### config.mk
export PLATFORM = sky130hd
export DESIGN_NAME = neighbor_table_ctrl
export DESIGN_NICKNAME = d
export VERILOG_FILES = /design/src/rtl/neighbor_table_ctrl.sv
export SDC_FILE = /design/constraint.sdc
export NUM_CORES = 1
export LEC_CHECK = 0
export BUFFER_PORTS_ARGS = -buffer_cell sky130_fd_sc_hd__clkbuf_2
export CAP_MARGIN = 30
export CORE_ASPECT_RATIO = 0.6
export CORE_UTILIZATION = 58
export DETAILED_ROUTE_END_ITERATION = 8
export GPL_TIMING_DRIVEN = 0
export MAX_ROUTING_LAYER = met4
export PLACE_DENSITY = 0.85
export SYNTH_ARGS = -nofsm -noshare
export SYNTH_HDL_FRONTEND = slang
export SYNTH_SLANG_ARGS = --single-unit
### constraint.sdc
create_clock -name clk -period 7.3 [get_ports clk]
set_input_delay 1.825 -clock clk [delete_from_list [all_inputs] [get_ports clk]]
set_output_delay 1.825 -clock clk [all_outputs]
set_load 0.01 [all_outputs]
### src/rtl/neighbor_table_ctrl.sv
// Neighbor-table sequencer: serialises update (search/overwrite/allocate),
// heartbeat-reset and best-Q scan requests onto the table's single slot port.
module neighbor_table_ctrl #(
   parameter int unsigned              WORD_WIDTH = 16,
   parameter int unsigned              NUM_SLOTS  = 32,
   parameter int unsigned              IDX_W      = 5,
   parameter logic [WORD_WIDTH-1:0]    MY_NODE_ID = 16'h000C
) (
   input  logic                  clk,
   input  logic                  nrst,
   input  logic                  upd_valid,
   input  logic [WORD_WIDTH-1:0] upd_id,
   output logic                  upd_ready,
   output logic                  upd_hit,
   output logic                  upd_drop,
   input  logic                  hb_reset,
   input  logic                  best_req,
   output logic                  best_valid,
   output logic                  best_found,
   output logic [WORD_WIDTH-1:0] best_id,
   output logic [WORD_WIDTH-1:0] best_qvalue,
   output logic [IDX_W-1:0]      best_idx,
   output logic [IDX_W-1:0]      tbl_idx,
   output logic                  tbl_wr_en,
   output logic                  tbl_hb_reset,
   input  logic [WORD_WIDTH-1:0] tbl_rd_id,
   input  logic [WORD_WIDTH-1:0] tbl_rd_qvalue,
   output logic [IDX_W:0]        entry_count,
   output logic                  full
);

   typedef enum logic [2:0] {
      S_IDLE, S_SEARCH, S_WRITE, S_HOLD, S_DROP, S_BEST, S_HBR, S_HBW
   } state_e;

   localparam logic [IDX_W:0]   SLOTS_C = (IDX_W+1)'(NUM_SLOTS);
   localparam logic [IDX_W:0]   CNT_ONE = (IDX_W+1)'(1);
   localparam logic [IDX_W-1:0] IDX_ONE = IDX_W'(1);

   state_e                state_q, state_d;
   logic [IDX_W-1:0]      idx_q, idx_d;
   logic [IDX_W:0]        cnt_q, cnt_d;
   logic                  hit_q, hit_d;
   logic                  hb_pend_q, hb_pend_d;
   logic                  best_pend_q, best_pend_d;
   logic                  bv_q, bv_d;
   logic                  bf_q, bf_d;
   logic [WORD_WIDTH-1:0] best_id_q, best_id_d;
   logic [WORD_WIDTH-1:0] best_qv_q, best_qv_d;
   logic [IDX_W-1:0]      best_idx_q, best_idx_d;
   logic [WORD_WIDTH-1:0] run_id_q, run_id_d;
   logic [WORD_WIDTH-1:0] run_qv_q, run_qv_d;
   logic [IDX_W-1:0]      run_idx_q, run_idx_d;
   logic                  at_last;
   logic                  take;

   assign at_last = ({1'b0, idx_q} == (cnt_q - CNT_ONE));

   always_ff @(posedge clk or negedge nrst) begin
      if (!nrst) begin
         state_q     <= S_IDLE;
         idx_q       <= '0;
         cnt_q       <= '0;
         hit_q       <= 1'b0;
         hb_pend_q   <= 1'b0;
         best_pend_q <= 1'b0;
         bv_q        <= 1'b0;
         bf_q        <= 1'b0;
         best_id_q   <= '0;
         best_qv_q   <= '0;
         best_idx_q  <= '0;
         run_id_q    <= '0;
         run_qv_q    <= '0;
         run_idx_q   <= '0;
      end else begin
         state_q     <= state_d;
         idx_q       <= idx_d;
         cnt_q       <= cnt_d;
         hit_q       <= hit_d;
         hb_pend_q   <= hb_pend_d;
         best_pend_q <= best_pend_d;
         bv_q        <= bv_d;
         bf_q        <= bf_d;
         best_id_q   <= best_id_d;
         best_qv_q   <= best_qv_d;
         best_idx_q  <= best_idx_d;
         run_id_q    <= run_id_d;
         run_qv_q    <= run_qv_d;
         run_idx_q   <= run_idx_d;
      end
   end

   always_comb begin
      state_d     = state_q;
      idx_d       = idx_q;
      cnt_d       = cnt_q;
      hit_d       = hit_q;
      hb_pend_d   = hb_pend_q | hb_reset;
      best_pend_d = best_pend_q | best_req;
      bv_d        = 1'b0;
      bf_d        = 1'b0;
      best_id_d   = best_id_q;
      best_qv_d   = best_qv_q;
      best_idx_d  = best_idx_q;
      run_id_d    = run_id_q;
      run_qv_d    = run_qv_q;
      run_idx_d   = run_idx_q;
      take        = 1'b0;
      unique case (state_q)
         S_IDLE: begin
            // Same-cycle requests count as pending so arbitration sees them at once.
            if (hb_pend_q || hb_reset) begin
               hb_pend_d = 1'b0;
               state_d   = S_HBR;
            end else if (upd_valid) begin
               hit_d = 1'b0;
               idx_d = '0;
               if (upd_id == MY_NODE_ID)
                  state_d = S_DROP;
               else if (cnt_q == '0)
                  state_d = S_WRITE;
               else
                  state_d = S_SEARCH;
            end else if (best_pend_q || best_req) begin
               best_pend_d = 1'b0;
               idx_d       = '0;
               if (cnt_q == '0)
                  bv_d = 1'b1;
               else
                  state_d = S_BEST;
            end
         end
         S_SEARCH: begin
            if (tbl_rd_id == upd_id) begin
               hit_d   = 1'b1;
               state_d = S_WRITE;
            end else if (at_last) begin
               if (cnt_q < SLOTS_C) begin
                  idx_d   = cnt_q[IDX_W-1:0];
                  state_d = S_WRITE;
               end else begin
                  state_d = S_DROP;
               end
            end else begin
               idx_d = idx_q + IDX_ONE;
            end
         end
         S_WRITE: state_d = S_HOLD;
         S_HOLD: begin
            if (!hit_q)
               cnt_d = cnt_q + CNT_ONE;
            state_d = S_IDLE;
         end
         S_DROP: state_d = S_IDLE;
         S_BEST: begin
            // Slot 0 seeds the running max; later slots replace only when strictly greater.
            take = (idx_q == '0) || (tbl_rd_qvalue > run_qv_q);
            if (take) begin
               run_id_d  = tbl_rd_id;
               run_qv_d  = tbl_rd_qvalue;
               run_idx_d = idx_q;
            end
            if (at_last) begin
               bv_d       = 1'b1;
               bf_d       = 1'b1;
               best_id_d  = take ? tbl_rd_id     : run_id_q;
               best_qv_d  = take ? tbl_rd_qvalue : run_qv_q;
               best_idx_d = take ? idx_q         : run_idx_q;
               state_d    = S_IDLE;
            end else begin
               idx_d = idx_q + IDX_ONE;
            end
         end
         S_HBR: begin
            cnt_d   = '0;
            state_d = S_HBW;
         end
         S_HBW: state_d = S_IDLE;
         default: state_d = S_IDLE;
      endcase
   end

   always_comb begin
      upd_ready    = 1'b0;
      upd_hit      = 1'b0;
      upd_drop     = 1'b0;
      tbl_wr_en    = 1'b0;
      tbl_hb_reset = 1'b0;
      unique case (state_q)
         S_WRITE: tbl_wr_en = 1'b1;
         S_HOLD: begin
            upd_ready = 1'b1;
            upd_hit   = hit_q;
         end
         S_DROP: begin
            upd_ready = 1'b1;
            upd_drop  = 1'b1;
         end
         S_HBR:   tbl_hb_reset = 1'b1;
         default: ;
      endcase
   end

   assign tbl_idx     = idx_q;
   assign entry_count = cnt_q;
   assign full        = (cnt_q == SLOTS_C);
   assign best_valid  = bv_q;
   assign best_found  = bf_q;
   assign best_id     = best_id_q;
   assign best_qvalue = best_qv_q;
   assign best_idx    = best_idx_q;

endmodule

==> results.py <==
metrics = {
    "die": {
        "die_w_um": 126,
        "floorplan.initialDensity": 0.614,
        "die_h_um": 76.4,
        "dieArea_sq_um": 9620,
        "core_region_area_sq_um": 8720,
        "rows": 26,
        "io_pins": 109,
    },
    "power_and_ir_drop": {
        "p_leak_nw": 2.89,
        "irDropWorstVdd_mv": 0.186,
        "internal_power_mw": 1.42,
        "switching_power_uw": 996,
        "power_frac_comb": 0.459,
        "sequentialPowerShare": 0.339,
        "swShare": 0.412,
        "clock_power_share": 0.202,
        "powerDensity_nw_per_um2": 379,
    },
    "place": {
        "dp.cells": 757,
        "post_dp_cell_area_sq_um": 6060,
        "dpl_worst_slack_ps": 2880,
        "io_buffers": 108,
        "hpwl_um": 10900,
        "gp_congestion": 0.929,
    },
    "synthesis": {
        "synth.net_count": 610,
        "synth_edf_count": 0,
        "synth_cells": 536,
        "ys_warn_count": 0,
        "synthArstFlopShare": 1.00,
        "synth_cell_types": 51,
        "syn_area_sq_um": 5350,
        "seq_area_frac_synth": 0.435,
        "yosys_register_bits": 93,
        "synthFlopType": "dfrtp_1",
        "syn_area_per_cell_sq_um": 9.98,
    },
    "routing": {
        "vias": 5019,
        "drtIter0Drc": 551,
        "wl_per_cell_um": 19.7,
        "totalWireLength_um": 15200,
        "avgViaCountPerCell": 6.49,
        "firstDrtPassIters": 5,
        "antenna_left": 0,
        "drc_errors": 0,
    },
    "job": {
        "max_cap_violations": 0,
    },
    "timing": {
        "max_slew.worst_pin.slew_ps": 785,
        "setup_violations": 0,
        "fin_crit_sh": 0.569,
        "fin_ws_ps": 3140,
        "maxSlewViolCount": 0,
        "rsz0062_at_grt": "no",
        "slew-limit-headroom": 0.472,
        "report.final.hold_viol_count": 0,
        "max_clock_freq_ghz": 0.241,
        "skew_ps": 12.7,
        "min_period_ps": 4160,
        "setup_tns_ps": 0,
        "whs_ps": 518,
    },
    "cells_and_area": {
        "layout.nets": 730,
        "area_growth_pct": 19.0,
        "antenna_cells": 0,
        "drive_gt1_frac": 0.280,
        "layout.cells.non_filler": 773,
        "final_area_sq_um": 6370,
    },
    "setup_path": {
        "r2r_end": "best_qvalue[6]",
        "cp-end-kind": "register",
        "reg2reg_depth": 9,
        "rrSetupSlack_ps": 4220,
        "path_class": "input pin to register",
        "crit_path_max_fanout": 10,
        "worstPathRequired_ps": 7540,
        "regToRegStartpoint": "entry_count[0]",
        "worstSetupStartpointType": "input pin",
        "crit_arrival_ps": 4390,
    },
    "clock_network": {
        "cts_resized": 0,
        "post_cts_buffers": 0,
        "cts_tree": "yes",
        "root_buffer": "clkbuf_16",
        "clock_latency_ps": 360,
        "clockBufferDepth": 2,
        "cts_buffers": 9,
        "cts.reportedPaths.clkPinSlew_ps": 70,
        "cts_hold_buffers": 0,
        "clock-sinks": 93,
        "cts-htree-levels": 3,
    },
    "grt": {
        "grt_max_degree": 55,
        "grt_pass1_wl_um": 24800,
        "antenna_found_initial": 0,
        "overflow": 0,
        "grtUsageTotal": 0.341,
        "grt_pass1_vias": 4902,
    },
    "hold_path": {
        "hp-start": "run_id_q[5]",
        "whs_endpoint": "run_id_q[5]",
        "min_path_type": "register to register",
        "holdPathStages": 1,
    },
    "outcome": {
        "outcome": "complete, no violations",
    },
}
==> placed cells by master, fill, tap and decap left out, types with 11 or more instances in the layout <==
cell	instances
inv_1	23
nand3_1	41
nand2_1	15
nor2_1	64
ha_1	21
o21ai_0	13
nand4_1	12
a31oi_1	34
dfrtp_1	93
clkbuf_1	18
xor2_1	21
clkbuf_2	107
mux2_4	27
o211ai_1	41
a21oi_1	11
==> worst max-delay path by stage <==
stage	startpoint	end	slack (ps)	depth (start not counted)
after floorplan	tbl_rd_qvalue[15]	run_id_q[0]	3360	8
after detailed placement	tbl_rd_qvalue[15]	run_qv_q[10]	2880	9
final	tbl_rd_qvalue[15]	run_qv_q[9]	3140	9
after CTS	tbl_rd_qvalue[15]	run_qv_q[0]	3230	9
after global placement	tbl_rd_qvalue[15]	run_qv_q[6]	2940	9
after global routing	tbl_rd_qvalue[15]	run_qv_q[8]	3040	9
==> state kept, by name, summed over array words and instances (netlist names) <==
register	cells
hb_pend_q	1
best_found	1
hit_q	1
entry_count	6
run_idx_q	5
state_q	3
best_idx	5
run_id_q	16
tbl_idx	5
run_qv_q	16
best_pend_q	1
best_qvalue	16
best_id	16
best_valid	1
==> final cells by class <==
type,count,area [sq um]
inverters,23,86.3
well taps,112,140
clock inverters,6,68.8
repair buffers,109,571
fillers,601,2350
multi-input cells,385,2770
clock buffers,10,239
flip-flops and latches,93,2330
plain buffers,35,170
==> power by group through the flow <==
stage | Sequential [mW] | Combinational, mW | Clock, mW
after floorplan | 0.796 | 0.767 | 0
after global routing | 0.833 | 1.21 | 0.511
after global placement | 0.804 | 1.01 | 0
after detailed placement | 0.817 | 1.07 | 0
final | 0.819 | 1.11 | 0.488
after CTS | 0.811 | 1.09 | 0.492
==> cell families after synthesis <==
logic type / count (synthesis) / share of synthesized area
buffers and inverters: 58 / 0.0480
multiplexers: 39 / 0.100
flip-flops: 93 / 0.435
XOR/XNOR: 27 / 0.0442
AND/OR/NAND/NOR: 180 / 0.173
AO/OA/AOI/OAI: 118 / 0.150
adder cells (fa/ha/maj): 21 / 0.0491
==> critical path: stages <==
cell,delay [ps]
clkbuf_2,120
ha_1,330
nand4_1,240
or4_4,630
nor2_1,240
nand2_2,210
nand3_4,250
buf_6,230
mux2_4,320
==> stage by stage <==
stage / util / total power, mW
finish: 0.730 / 2.42
global route: 0.730 / 2.55
CTS: 0.730 / 2.39
detailed placement: 0.695 / 1.89
global placement: 0.692 / 1.82
floorplan: - / 1.56
==> synthesized netlist by cell type, types with 11 or more instances <==
library cell / instances / share of area
a21oi_1: 11 / 0.010
a31oi_1: 34 / 0.040
clkbuf_1: 18 / 0.013
dfrtp_1: 93 / 0.44
ha_1: 21 / 0.049
inv_1: 23 / 0.016
mux2_4: 27 / 0.076
nand2_1: 15 / 0.011
nand3_1: 41 / 0.038
nand4_1: 12 / 0.014
nor2_1: 64 / 0.045
o211ai_1: 41 / 0.058
o21ai_0: 13 / 0.012
xor2_1: 21 / 0.034
==> per-layer routing <==
| layer | GRT usage | wire length (um) | vias up |
|---|---|---|---|
| met3 | 0.0850 | 1490 | 39 |
| met2 | 0.517 | 6930 | 328 |
| li1 | - | - | 2207 |
| met1 | 0.461 | 6550 | 2445 |
| met4 | 0.0916 | 258 | 0 |
| met5 | - | 0 | - |
Note: power is estimated with default switching activity, not from simulation.
